`src/rtl/spi_flash_prog_seq.sv`:
```
// spi_flash_prog_seq: turns a page-program or sector-erase request into the
// WREN / operation / RDSR-poll command sequence driven into spi_flash_cmd.
module spi_flash_prog_seq #(
    parameter logic [3:0]  CMD_WREN = 4'd1,
    parameter logic [3:0]  CMD_SE   = 4'd6,
    parameter logic [3:0]  CMD_RDSR = 4'd3,
    parameter logic [3:0]  CMD_PP   = 4'd9,
    parameter logic [15:0] POLL_GAP = 16'd100,
    parameter logic [19:0] POLL_MAX = 20'd100000
) (
    input  logic        clk,
    input  logic        rst_n,
    input  logic        i_req_valid,
    output logic        o_req_ready,
    input  logic        i_req_op,
    input  logic [23:0] i_req_addr,
    input  logic [8:0]  i_req_len,
    output logic        o_src_rd,
    input  logic [7:0]  i_src_data,
    output logic        o_busy,
    output logic        o_done,
    output logic        o_err,
    output logic [7:0]  o_status,
    output logic [3:0]  o_cmd,
    output logic        o_cmd_valid,
    input  logic        i_cmd_ack,
    output logic [23:0] o_addr,
    output logic [8:0]  o_byte_size,
    input  logic        i_data_req,
    output logic [7:0]  o_data_in,
    input  logic [7:0]  i_data_out,
    input  logic        i_data_valid
);
    typedef enum logic [2:0] {IDLE, WREN, OP, GAP, RDSR, CHECK, DONE, ERR} state_t;

    state_t      state_q, state_d;
    logic        op_q, op_d;
    logic [23:0] addr_q, addr_d;
    logic [8:0]  len_q, len_d;
    logic [3:0]  cmd_q, cmd_d;
    logic        cmd_valid_q, cmd_valid_d;
    logic [23:0] cmd_addr_q, cmd_addr_d;
    logic [8:0]  size_q, size_d;
    logic [15:0] gap_q, gap_d;
    logic [19:0] poll_q, poll_d;
    logic [8:0]  src_cnt_q, src_cnt_d;
    logic [7:0]  status_q, status_d;
    logic        in_cmd, acked, prog, reject;
    logic [9:0]  page_end;

    always_ff @(posedge clk or negedge rst_n) begin
        if (!rst_n) begin
            state_q     <= IDLE;
            op_q        <= 1'b0;
            addr_q      <= 24'd0;
            len_q       <= 9'd0;
            cmd_q       <= 4'd0;
            cmd_valid_q <= 1'b0;
            cmd_addr_q  <= 24'd0;
            size_q      <= 9'd0;
            gap_q       <= 16'd0;
            poll_q      <= 20'd0;
            src_cnt_q   <= 9'd0;
            status_q    <= 8'd0;
        end else begin
            state_q     <= state_d;
            op_q        <= op_d;
            addr_q      <= addr_d;
            len_q       <= len_d;
            cmd_q       <= cmd_d;
            cmd_valid_q <= cmd_valid_d;
            cmd_addr_q  <= cmd_addr_d;
            size_q      <= size_d;
            gap_q       <= gap_d;
            poll_q      <= poll_d;
            src_cnt_q   <= src_cnt_d;
            status_q    <= status_d;
        end
    end

    always_comb begin
        state_d     = state_q;
        op_d        = op_q;
        addr_d      = addr_q;
        len_d       = len_q;
        cmd_d       = cmd_q;
        cmd_valid_d = cmd_valid_q;
        cmd_addr_d  = cmd_addr_q;
        size_d      = size_q;
        poll_d      = poll_q;
        status_d    = status_q;
        gap_d       = (state_q == GAP) ? gap_q + 16'd1 : 16'd0;
        in_cmd      = (state_q == WREN) || (state_q == OP) || (state_q == RDSR);
        acked       = in_cmd && cmd_valid_q && i_cmd_ack;
        prog        = (state_q == OP) && !op_q;
        o_src_rd    = prog && i_data_req && (src_cnt_q < len_q);
        src_cnt_d   = (state_q == IDLE) ? 9'd0 : src_cnt_q + {8'd0, o_src_rd};
        page_end    = {2'b00, i_req_addr[7:0]} + {1'b0, i_req_len};
        reject      = !i_req_op && (i_req_len == 9'd0 || i_req_len > 9'd256 || page_end > 10'd256);
        // Commands rise one cycle after state entry, guaranteeing a low cycle between commands.
        if (in_cmd && !cmd_valid_q) begin
            cmd_valid_d = 1'b1;
            cmd_d       = (state_q == WREN) ? CMD_WREN : (state_q == RDSR) ? CMD_RDSR : op_q ? CMD_SE : CMD_PP;
            cmd_addr_d  = (state_q != OP) ? 24'd0 : op_q ? {addr_q[23:12], 12'h000} : addr_q;
            size_d      = (state_q == RDSR) ? 9'd1 : prog ? len_q : 9'd0;
        end else if (acked) begin
            cmd_valid_d = 1'b0;
        end
        case (state_q)
            IDLE: if (i_req_valid) begin
                op_d    = i_req_op;
                addr_d  = i_req_addr;
                len_d   = i_req_len;
                state_d = reject ? ERR : WREN;
            end
            WREN: if (acked) state_d = OP;
            OP: if (acked) begin
                poll_d  = 20'd0;
                state_d = GAP;
            end
            GAP: if (gap_q + 16'd1 >= POLL_GAP) state_d = RDSR;
            RDSR: begin
                if (i_data_valid) status_d = i_data_out;
                if (acked) begin
                    poll_d  = (poll_q == 20'hFFFFF) ? poll_q : poll_q + 20'd1;
                    state_d = CHECK;
                end
            end
            CHECK: state_d = !status_q[0] ? DONE : (poll_q == POLL_MAX) ? ERR : GAP;
            default: state_d = IDLE;
        endcase
    end

    assign o_req_ready = (state_q == IDLE);
    assign o_busy      = (state_q != IDLE);
    assign o_done      = (state_q == DONE);
    assign o_err       = (state_q == ERR);
    assign o_status    = status_q;
    assign o_cmd       = cmd_q;
    assign o_cmd_valid = cmd_valid_q;
    assign o_addr      = cmd_addr_q;
    assign o_byte_size = size_q;
    assign o_data_in   = prog ? i_src_data : 8'h00;
endmodule

```
`config.mk`:
```
export PLATFORM = sky130hd
export DESIGN_NAME = spi_flash_prog_seq
export DESIGN_NICKNAME = d
export VERILOG_FILES = /design/src/rtl/spi_flash_prog_seq.sv
export SDC_FILE = /design/constraint.sdc
export NUM_CORES = 1
export LEC_CHECK = 0
export BUFFER_PORTS_ARGS = -buffer_cell sky130_fd_sc_hd__buf_2
export CAP_MARGIN = 20
export CORE_MARGIN = 3
export CORE_UTILIZATION = 52
export CTS_BUF_LIST = sky130_fd_sc_hd__clkbuf_8
export CTS_CLUSTER_DIAMETER = 30
export DETAILED_ROUTE_END_ITERATION = 8
export GPL_TIMING_DRIVEN = 0
export PLACE_DENSITY = 0.78
export SLEW_MARGIN = 20
export SYNTH_ARGS = -nofsm -noshare
export SYNTH_HDL_FRONTEND = slang
export SYNTH_SLANG_ARGS = --single-unit
export TNS_END_PERCENT = 100
```
`constraint.sdc`:
```
create_clock -name clk -period 2.3 [get_ports clk]
set_input_delay 0.46 -clock clk [delete_from_list [all_inputs] [get_ports clk]]
set_output_delay 0.46 -clock clk [all_outputs]
set_load 0.01 [all_outputs]
```
==> summary.md <==
| Metric | Value |
|---|---|
| Netlist cell types | `60` |
| Max stage delay on crit path | `400 ps` |
| CP dominant cell by count | `a21o_1` |
| Clock transition at the registers of the reported paths | `70 ps` |
| ANT cells | `0` |
| Final net count | `910` |
| Slew @ Worst Pin | `602 ps` |
| Htree depth | `4` |
| CTS tree | `built` |
| Buffers on Ports | `114` |
| Pre-CTS worst setup slack | `-647 ps` |
| Grt total ovfl | `0` |
| Worst path slowest cell | `dfrtp_1` |
| Row cnt | `40` |
| LEAKAGE | `0.00384 uW` |
| Min Tclk post-route | `2690 ps` |
| Slew Viols, Final | `0` |
| Peak VDD IR | `0.784 mV` |
| Cell Area, Synth | `0.00648 sq mm` |
| Yosys warning count | `0` |
| IO Pins | `115` |
| Die Area | `0.0138 sq mm` |
| Post-synth ARST share | `100%` |
| Critical Path Sink Type | `primary output` |
| Detailed Route WL | `16400 microns` |
| Routed Antenna Nets | `0` |
| GRT Resource Usage Total | `24.1%` |
| WL/cell | `16.2 microns` |
| Clk_skew | `10.6 ps` |
| Worst path cell trace | `inv_2, ha_4, a21o_1, a21o_1, a21o_1, a21o_1, a21o_1, a41oi_2, buf_2` |
| PnR Total Power | `8530 uW` |
| DP HPWL | `11700 microns` |
| Fin. Hold Viols | `0` |
| DRT Pass-1 Iters | `6` |
| Post-synth EDFFs | `0` |
| Final setup vio count | `18` |
| CORE AREA | `0.0121 sq mm` |
| Startpoint type of the worst setup path | `register` |
| Rel. slew slack | `59.9%` |
| Crit path kind | `register to primary output` |
| DRC viols | `0` |
| Longest Clk Path Bufs | `2` |
| Layout cells sized above 1 | `30.2%` |
| Number of DRC markers in iteration 0 | `420` |
| Sequential-to-total area share from yosys stat | `49.4%` |
| First-pass GRT wire length | `27500 microns` |
| Crit path DAT | `2230 ps` |
| Maxcap violations | `0` |
| Main flop type after synthesis | `dfrtp_1` |
| Max Freq | `372 MHz` |
| CP delay by family, top | `compound AO/OA/AOI/OAI gates` |
| RePlAce Congestion | `0.906` |
| Crit share post-route | `117%` |
| Filler instances | `949` |
| Status | `finished with violations` |
| Crit-path max FO | `2` |
| Failing checks | `setup timing` |
| Mapped Cells | `678` |
| Sink Count | `128` |
| Area Growth Syn to Fin | `27.6%` |
| Initial core utilization | `53.5%` |
| Vias in the first global route | `5687` |
| Buf+Inv Stages, Crit Path | `2` |
| Syn avg cell area | `9.56 sq um` |
| Vias | `5688` |
| Initial antenna violation count | `0` |
| Mapped Nets | `756` |
| Clk_lat worst skew | `460 ps` |
| Largest net degree at the start of global routing | `66` |
| Final setup margin | `-387 ps` |
| Hold Path Class | `primary input to register` |
| CTS Root Cell | `clkbuf_8` |
| DIE HEIGHT | `118 microns` |
| Req. time, crit path | `1840 ps` |
| Vias per cell | `5.62` |
| #FFs+latches synth | `128` |
| Die X | `118 microns` |
| PwrDens | `1030 mW/mm^2` |
| RSZ-0062 raised after global routing | `yes` |
| CTS buffer count | `17` |
-- cells in the final DEF, fill, tap and decap left out, types with 11 or more instances in the layout --
cell and n:
ha_1 11, buf_6 14, a21oi_1 15, clkbuf_8 18, dfrtp_1 125, buf_2 105
nand3_1 19, buf_4 20, mux2_1 23, xor2_1 12, o21ai_0 62, inv_1 17
and3_1 13, clkbuf_1 11, xnor2_1 16, nor3_1 13, nor2_1 55, mux2_2 11
nand2_1 111
-- sequential cells by signal, summed over array words and instances (netlist names), 4 cells and up --
signal       cells
o_status         8
src_cnt_q        9
gap_q           16
o_byte_size      9
len_q            9
addr_q          24
o_addr          24
o_cmd            4
poll_q          20
-- path summary, 6_finish.rpt --
path / end / from / slack, ps / cells after the start
worst max-delay path: o_src_rd / len_q[1]$_DFFE_PN0P_ / -390 / 9
worst min-delay path: addr_q[17]$_DFFE_PN0P_ / i_req_addr[17] / 220 / 2
worst max register to register: src_cnt_q[6]$_DFF_PN0_ / len_q[1]$_DFFE_PN0P_ / -360 / 15
worst min register to register: o_cmd[3]$_DFFE_PN0P_ / o_cmd[3]$_DFFE_PN0P_ / 480 / 2
max in group asynchronous: gap_q[1]$_DFF_PN0_ / rst_n / 1000 / 3
min in group asynchronous: o_addr[18]$_DFFE_PN0P_ / rst_n / 570 / 2
-- kinds of logic (layout without fill, tap and decap cells) --
group	after synthesis	count (layout)	synth area share [%]
flip-flops	128	128	49.4
XOR/XNOR	31	31	4.19
buffers and inverters	53	220	3.36
AND/OR/NAND/NOR	279	279	20.5
AO/OA/AOI/OAI	131	131	12.3
multiplexers	34	34	5.91
adder cells (fa/ha/maj)	22	22	4.36
-- metal layers --
| layer | wire length (microns) | global-route usage [%] |
|---|---|---|
| met5 | 0 | 0 |
| met4 | 421 | 11.6 |
| met3 | 1060 | 6.54 |
| met2 | 7940 | 39.3 |
| met1 | 6980 | 29.8 |
-- what timing repair did --
| action | CTS | global route |
|---|---|---|
| gates cloned | 1 | 0 |
| buffers inserted | 14 | 9 |
| endpoints found under the setup margin | 101 | 81 |
| pin swaps | 15 | 11 |
| hold buffers | 1 | 0 |
| resized for setup | 42 | 47 |
| endpoints found under the hold margin | 35 | 0 |
-- report_power, final --
group          internal (uW)  switching [uW]  total, uW
clock                    984             916       1900
sequential              2960             456       3420
combinational           1420            1790       3210
total                   5360            3160       8530
-- synth_stat cells, types with 2 or more instances --
master	n	area (sq um)
dfrtp_1	128	3200
nand2_1	113	424
o21ai_0	62	310
nor2_1	55	206
clkbuf_1	26	97.6
mux2_1	23	259
nand3_1	23	115
ha_1	21	263
inv_1	19	71.3
xnor2_1	19	166
a21oi_1	16	80.1
and2_1	16	100
and3_1	15	93.8
nor3_1	14	70.1
xor2_1	12	105
mux2_2	11	124
nand4_1	8	50.1
o21ai_1	8	40.0
o31ai_1	7	52.6
or3_1	7	43.8
a21o_1	6	45.0
a31oi_1	6	37.5
nor4_1	5	31.3
a211oi_1	4	30.0
buf_2	4	20.0
nor3b_1	3	22.5
o2111ai_1	3	26.3
a311oi_1	2	17.5
nand2b_1	2	12.5
nand4b_1	2	17.5
nor2b_1	2	12.5
nor4b_1	2	17.5
o211a_1	2	20.0
o221ai_1	2	17.5
o22ai_1	2	12.5
o41ai_1	2	17.5
or3b_1	2	17.5
or4_1	2	15.0
-- final cells by class --
| class | instances | area, sq um | area share (%) |
|---|---|---|---|
| timing repair buffer | 140 | 896 | 10.8 |
| inverter | 20 | 75.1 | 0.908 |
| multi-input combinational | 497 | 3340 | 40.5 |
| tap | 168 | 210 | 2.54 |
| sequential | 128 | 3210 | 38.8 |
| clock inverter | 14 | 140 | 1.70 |
| buffer | 28 | 145 | 1.76 |
| clock buffer | 18 | 248 | 3.00 |
-- through the flow --
step | std cells | cell area [sq um] | util, % | hold slack, ps | TNS (ps)
floorplan | 678 | 6530 | - | 164 | -1420
global placement | 960 | 7310 | 60.3 | 456 | -107970
detailed placement | 961 | 7340 | 60.6 | 464 | -15860
CTS | 1007 | 8020 | 66.3 | 193 | -2890
global route | 1013 | 8270 | 68.2 | 203 | -4040
finish | 1013 | 8270 | 68.2 | 224 | -2560
Note: power is estimated with default switching activity, not from simulation.
